File: src/rtl/nonce_dispatcher.sv
// Nonce issue front-end for the odo_keccak hasher: streams {header, nonce}
// blocks, tracks in-flight nonces and reports the first winning one.
module nonce_dispatcher #(
    parameter int          MAX_INFLIGHT = 16,
    parameter logic [31:0] NONCE_START  = 32'h0
) (
    input  logic         clk,
    input  logic         rst_n,
    input  logic [607:0] header,
    input  logic [255:0] target,
    input  logic         start,
    input  logic         stop,
    output logic [639:0] blk_out,
    output logic         blk_write,
    output logic [255:0] target_out,
    input  logic         hash_hit,
    input  logic         hash_write,
    output logic [31:0]  nonce,
    output logic         found,
    input  logic         found_ack,
    output logic         exhausted,
    output logic         busy,
    output logic         err
);

    localparam int AW = $clog2(MAX_INFLIGHT);
    localparam logic [AW:0] FULL = (AW+1)'(MAX_INFLIGHT);

    typedef enum logic [1:0] {
        S_IDLE,
        S_RUN,
        S_DRAIN,
        S_FOUND
    } state_t;

    state_t         state;
    logic [607:0]   header_q;
    logic [255:0]   target_q;
    logic [31:0]    cnt;
    logic [31:0]    blk_nonce;
    logic [31:0]    head;
    logic [31:0]    mem [MAX_INFLIGHT];
    logic [AW-1:0]  wr_ptr;
    logic [AW-1:0]  rd_ptr;
    logic [AW:0]    occ;
    logic [AW:0]    occ_pop;
    logic [AW:0]    occ_next;
    logic           wrap_q;
    logic           ack_q;
    logic           pop;
    logic           spurious;
    logic           hit;
    logic           room;
    logic           issue;
    logic [31:0]    issue_nonce;

    // The issue decision is taken at the edge, so blk_write is a register
    // that is high during the cycle the hasher samples the block.
    always_comb begin
        pop         = hash_write && (occ != '0);
        spurious    = hash_write && (occ == '0);
        hit         = pop && hash_hit && (state == S_RUN);
        occ_pop     = occ - {{AW{1'b0}}, pop};
        room        = (occ_pop != FULL);
        issue_nonce = (state == S_IDLE) ? NONCE_START : cnt;
        issue       = ((state == S_IDLE) && start) ||
                      ((state == S_RUN) && !hit && !stop && room);
        occ_next    = occ_pop + {{AW{1'b0}}, issue};
    end

    assign head       = mem[rd_ptr];
    assign blk_out    = {header_q, blk_nonce};
    assign target_out = target_q;
    assign busy       = (state != S_IDLE);

    always_ff @(posedge clk) begin
        if (issue) begin
            mem[wr_ptr] <= issue_nonce;
        end
    end

    always_ff @(posedge clk or negedge rst_n) begin
        if (!rst_n) begin
            state     <= S_IDLE;
            header_q  <= '0;
            target_q  <= '0;
            cnt       <= NONCE_START;
            blk_nonce <= '0;
            blk_write <= 1'b0;
            wr_ptr    <= '0;
            rd_ptr    <= '0;
            occ       <= '0;
            wrap_q    <= 1'b0;
            ack_q     <= 1'b0;
            nonce     <= '0;
            found     <= 1'b0;
            exhausted <= 1'b0;
            err       <= 1'b0;
        end else begin
            blk_write <= issue;
            exhausted <= 1'b0;
            occ       <= occ_next;
            if (issue) begin
                blk_nonce <= issue_nonce;
                cnt       <= issue_nonce + 32'd1;
                wr_ptr    <= wr_ptr + AW'(1);
            end
            if (pop) begin
                rd_ptr <= rd_ptr + AW'(1);
            end
            if (spurious) begin
                err <= 1'b1;
            end
            unique case (state)
                S_IDLE: begin
                    if (start) begin
                        header_q <= header;
                        target_q <= target;
                        err      <= 1'b0;
                        ack_q    <= 1'b0;
                        found    <= 1'b0;
                        // A run starting at the last nonce wraps immediately.
                        wrap_q   <= (NONCE_START == 32'hFFFF_FFFF);
                        state    <= (NONCE_START == 32'hFFFF_FFFF) ?
                                    S_DRAIN : S_RUN;
                    end
                end
                S_RUN: begin
                    if (hit) begin
                        nonce <= head;
                        found <= 1'b1;
                        ack_q <= 1'b0;
                        state <= S_FOUND;
                    end else if (stop) begin
                        wrap_q <= 1'b0;
                        state  <= S_DRAIN;
                    end else if (issue && (cnt == 32'hFFFF_FFFF)) begin
                        wrap_q <= 1'b1;
                        state  <= S_DRAIN;
                    end
                end
                S_DRAIN: begin
                    if (occ_next == '0) begin
                        exhausted <= wrap_q;
                        wrap_q    <= 1'b0;
                        state     <= S_IDLE;
                    end
                end
                S_FOUND: begin
                    if ((found_ack || ack_q) && (occ_next == '0)) begin
                        found <= 1'b0;
                        ack_q <= 1'b0;
                        state <= S_IDLE;
                    end else if (found_ack) begin
                        ack_q <= 1'b1;
                    end
                end
            endcase
        end
    end

endmodule
File: config.mk
export PLATFORM = sky130hd
export DESIGN_NAME = nonce_dispatcher
export DESIGN_NICKNAME = d
export VERILOG_FILES = /design/src/rtl/nonce_dispatcher.sv
export SDC_FILE = /design/constraint.sdc
export NUM_CORES = 2
export LEC_CHECK = 0
export BUFFER_PORTS_ARGS = -buffer_cell sky130_fd_sc_hd__buf_2
export CAP_MARGIN = 0
export CORE_AREA = 3 3 711 713
export DETAILED_ROUTE_END_ITERATION = 8
export DIE_AREA = 0 0 714 716
export PLACE_DENSITY = 0.3
export SLEW_MARGIN = 15
export SYNTH_ARGS = -nofsm -noshare
export SYNTH_HDL_FRONTEND = slang
export SYNTH_SLANG_ARGS = --single-unit
export TNS_END_PERCENT = 50
File: constraint.sdc
create_clock -name clk -period 11.1 [get_ports clk]
set_clock_uncertainty 0.05 [all_clocks]
set_input_delay 0.555 -clock clk [delete_from_list [all_inputs] [get_ports clk]]
set_output_delay 0.555 -clock clk [all_outputs]
set_load 0.02 [all_outputs]
**After elaboration in Yosys (flattened, before gate mapping)**

Memory sizes are Yosys's and may differ from the RTL's. A register that Yosys moved wholly into a read port is not among the register bits.
Index checks and enable logic that the tools add are counted.
W data, S select, Z words.

- Bits in registers: 949
- Memory bits (writable): 512
- Input port bits: 871
- Output and inout bits: 933
- Logic and storage cells: 89
- Memories kept: 1

- Add/subtract/negate cells: 5
- Equal/unequal tests: 13
- Mux-type cells: 28
- Reductions and logical operators: 28

Memory list:

| memory | depth | bits a word | read ports | clocked after Yosys merged registers in | wr ports | line | source |
|---|---|---|---|---|---|---|---|
| mem | 16 | 32 | 1 | 1 | 1 | 42 | `logic [31:0] mem [MAX_INFLIGHT];` |

Operators with widths:

| cell | number |
|---|---|
| $add A32 B1 Y32 const B | 1 |
| $eq A32 B32 Y1 const B | 1 |
| $mux W32 | 1 |
| $mux W1 | 17 |
| $mux W2 | 6 |
| $reduce_and A4 Y1 | 3 |
| $logic_and A1 B1 Y1 | 10 |
| $logic_not A5 Y1 | 2 |
| $ne A2 B2 Y1 const B | 5 |
| $pmux W1 S3 | 3 |
| $add A4 B1 Y4 const B | 2 |
| $pmux W2 S4 | 1 |
| $reduce_bool A3 Y1 | 2 |
| $add A5 B1 Y5 | 1 |
| $ne A5 B5 Y1 const B | 1 |
| $reduce_and A5 Y1 | 1 |
| $reduce_bool A5 Y1 | 1 |
| $sub A5 B1 Y5 | 1 |
| $eq A2 B2 Y1 const B | 2 |
| $ne A4 B3 Y1 const B | 1 |
| $reduce_and A2 Y1 | 2 |
| $logic_not A1 Y1 | 3 |
| $ne A3 B2 Y1 const B | 1 |
| $ne A3 B3 Y1 const B | 1 |
| other kinds (4) | 5 |

**Logic depth before layout (Yosys ltp)**

- Depth after elaboration: 14
- Mapped depth: 18
- Gate-level depth less buffers: 16

**Worst setup path after synthesis**

No wires, ideal clock.

- Path kind: in2reg
- Start point: input port hash_write
- End point: memory mem[2][0], enable pin
- Data arrival time: 4494 ps
- Data required time: 10589 ps
- Path slack: 6095 ps
- Stages on the path: 11
- Buffers on the path: 1
- Cell sequence: a21boi_1 -> ha_1 -> ha_1 -> xor2_1 -> nor2_1 -> nand2_1 -> a21oi_1 -> inv_1 -> buf_2 -> nand2_1 -> nor3_1

- Cells in the longest elaborated chain, start to end: 10

RTL lines:

| what | line | source |
|---|---|---|
| start, declared | 17 | `input logic hash_write,` |
| $logic_and A1 B1 Y1 * | 60 | `pop = hash_write && (occ != '0);` |
| parallel branches: the longest is 5 deep, another holds $sub A5 B1 Y5 | n/a |  |
| $logic_and A1 B1 Y1 * | 67 | `((state == S_RUN) && !hit && !stop && room);` |
| $logic_or A1 B1 Y1 * | 66 | `issue = ((state == S_IDLE) && start) \|\|` |
| via issue | 54 | `logic issue;` |
| $mux W1 * | 77 | `if (issue) begin` |
| $mux W1 (implied by the code) * | 78 | `mem[wr_ptr] <= issue_nonce;` |
| end, declared | 42 |  |

Mark *: on every way through the listed nets, which the timed path passes.

**Worst setup path in the final report**

- Start point: register occ[3]
- End point: register wrap_q

- Cells in the longest elaborated chain, start to end: 13

RTL lines:

| what | line | source |
|---|---|---|
| start, declared | 45 | `logic [AW:0] occ;` |
| start signal, assigned | 102 | `occ <= occ_next;` |
| parallel branches: the longest is 12 deep, another holds $sub A5 B1 Y5 | n/a |  |
| $reduce_and A5 Y1 (no line) * | n/a |  |
| end signal, assigned | 123 | `wrap_q <= (NONCE_START == 32'hFFFF_FFFF);` |
| end, declared | 48 | `logic wrap_q;` |

Mark *: on every way between the ends.
A chain may end at the register's enable or synchronous reset.

==> results.md <==
* Status: completed
* Hold Crit Class: primary input to flip-flop
* Number of synthesis warnings at 0
* Clock power frac at 0.281
* Core Area at 500000 um2
* DP Wirelength at 326 mm
* Switching part of the total at 0.429
* Via count at 49100
* Area grow syn2layout at 57.6%
* CP top delay family: compound AO/OA/AOI/OAI gates
* CP Capture Type: flip-flop
* Routed WL per cell at 27.9 um
* RSZ-0062 raised after global routing: no
* Count of different cell masters after synthesis at 50
* Commonest cells after routing, fill and taps aside: nand2_1, buf_2, dfrtp_1
* Tot GR Track Use at 0.153
* R2R Path Start: occ[3]
* Drt first pass iters at 7
* Mean post-synth cell area at 11.6 um2
* Largest net degree at the start of global routing at 156
* EDFF count, synth at 512
* Most common cell after layout, fill and taps aside: nand2_1
* TritonCTS buffer count at 207
* P per Cell Area at 271 nW/um2
* Fin crit share at 0.541
* R2R Setup Slk at 5.10 ns
* Top cell type's share of synthesized area at 0.432
* Clock-pin transition on the worst setup and hold timing paths at 0.06 ns
* Syn_nets at 5805
* GRT Residual Overflow at 0
* Post-route ant nets at 0
* Final Non-Filler Cells at 14500
* Via density at 3.38
* #FFs+latches synth at 1493
* Final setup vio count at 0
* Crit-path cells: nor2_1 -> a21boi_1 -> ha_1 -> ha_1 -> xor2_1 -> nor2_1 -> nand2_1 -> a21oi_1 -> inv_1 -> ha_1 -> ha_1 -> nand4b_1 -> o21ai_0 -> a32oi_1 -> o22ai_1 -> nor3b_1
* Leak pwr at 0.0421 uW
* Fin. Hold Viols at 0
* First-pass GRT wire length at 522 mm
* Max-Cap Viols at 0
* Initial Util at 0.114
* Tmin final at 6.00 ns
* Register area share after synthesis at 0.702
* Most used DFF post-synth: dfrtp_1
* Post-synth ARST share at 0.657
* Max-slew violations at 0
* Synth area leaders: dfrtp_1, edfxtp_1, nand2_1
* Post-Synthesis Cells at 4924
* # rows at 260
* Worst Path Arrival at 6.76 ns
* Crit start category: flip-flop
* Clock latency on the worst-skew pair at 0.93 ns
* H-tree Lvls at 4
* Most frequent CP cell: ha_1
* Sequential share of power at 0.347
* Placed Cells at 13200
* Tot Pwr at 24300 uW
* Sum Neg Setup Slack at 0 ns
* Post-CTS Resized at 0
* Critical Path RT at 11.86 ns
* Int Pwr at 13900 uW
* CP max FO at 16
* Ports at 1804
* CTS Sinks at 1493
* Die Y at 716 um
* Cts hold-fix bufs at 862
* CTS tree: built
* Initial antenna violation count at 321
* Max clock buf depth at 4
* Vias in the first global route at 51700
* Die ar. at 511000 um2
* Peak Freq at 167 MHz
* Max rail drop VDD at 180 uV
* Hold EP: header_q[404]
* Root Buffer: clkbuf_16
* Cell taking the most area after synthesis: dfrtp_1
* Setup Crit Path Kind: flip-flop to flip-flop
* FF-to-FF End: wrap_q
* Postcts setup bufs at 0
* Post-Syn Area at 56900 um2
* R2R cell count at 16
* Worst Hold Launch: header[404]
* Gpl congestion at 0.945
* Tightest Pin Transition at 1.09 ns
* Switch Pwr at 10400 uW
* Initial DRC count at 3205
* Die Wd at 714 um
* Slew headroom at 0.269
* Post-route DRC at 0
* Slowest-stage cell, CP: a21oi_1
* Largest stage delay, worst path at 0.88 ns
* CP bufs+invs at 1
* Share of layout cells above drive strength 1 at 0.310
* Number of buffers added on ports at 1803
* Fin nets at 8493
* Hold Path Depth at 3
* Logic pwr share at 0.372
* Routed WL at 405 mm
[logic make-up (layout without fill, tap and decap cells)]
family | after synthesis | after routing | synth area share
and+or+nand+nor | 2865 | 2865 | 0.195
DFF | 1493 | 1493 | 0.702
buffers and inverters | 275 | 3133 | 0.0198
muxes | 200 | 200 | 0.0712
AOI/OAI and AO/OA | 48 | 48 | 0.00513
xor gates and xnor gates | 33 | 33 | 0.00508
adders and majority gates | 10 | 10 | 0.00220
other | 0 | 63 | 0
[worst max-delay path by stage]
| stage | startpoint | endpoint | slack (ns) | depth (start not counted) |
|---|---|---|---|---|
| detailed placement | hash_write | wrap_q | 5.09 | 16 |
| finish | occ[3] | wrap_q | 5.10 | 16 |
| global route | occ[3] | wrap_q | 4.30 | 16 |
| floorplan | hash_write | mem[2][0] | 6.09 | 11 |
| global placement | occ[3] | state[1] | 5.14 | 16 |
| CTS | occ[3] | wrap_q | 5.04 | 16 |
[flip-flops by register name, summed over array words and instances (netlist names)]
register and count:
cnt 32, nonce 32, exhausted 1, blk_write 1, rd_ptr 4, header_q 608
target_out 256, err 1, found 1, state 2, wrap_q 1, mem 512
wr_ptr 4, ack_q 1, blk_nonce 32, occ 5
[synth_stat cells (all sizes together) (23+ instances only)]
master	instances
nand2	2681
mux2	36
buf	38
mux4	160
nand3	45
edfxtp	512
nor2	45
and2	28
clkbuf	221
xnor2	23
dfrtp	981
[worst register-to-register path, stage by stage, from the launching register on]
cell and delay, ns:
dfrtp_1 0.59, nor2_1 0.12, a21boi_1 0.51, ha_1 0.29, ha_1 0.29, xor2_1 0.15
nor2_1 0.21, nand2_1 0.30, a21oi_1 0.89, inv_1 0.63, ha_1 0.42, ha_1 0.28
nand4b_1 0.12, o21ai_0 0.16, a32oi_1 0.48, o22ai_1 0.19, nor3b_1 0.21
[metrics by stage]
step                setup WS (ns)  hold WS [ns]  area [um2]   util
floorplan                    6.09         0.209       56900      -
global placement             5.14         0.402       74000  0.148
detailed placement           5.09         0.407       74000  0.148
CTS                          5.04       0.00212       89500  0.179
global route                 4.30        0.0213       89500  0.179
finish                       5.10        0.0565       89600  0.179
[cell type report]
cell class | count | area [um2]
antenna | 63 | 158
clock buffer | 295 | 5870
clock inverter | 84 | 998
fill | 56100 | 411000
inverter | 16 | 60.1
multi-input combinational | 3156 | 15900
sequential | 1493 | 39900
tap | 6681 | 8360
timing repair buffer | 2738 | 18300
[power groups by stage]
stage	Sequential (uW)	Clock, uW	Combinational (uW)
6_report	8450	6840	9040
3_3_place_gp	8530	0	9010
5_1_grt	8650	7350	9810
2_1_floorplan	10000	0	2550
4_1_cts	8470	7180	9360
3_5_place_dp	8530	0	8990
[metal layers]
layer  global-route usage  up-vias  share of wire
met5                    0        -         0.0014
met4               0.0342       88          0.030
met3               0.0681      766           0.10
met2                0.258     1981           0.47
met1                0.178    24700           0.39
li1                     -    21500              -
(Power assumes the default switching activity.)
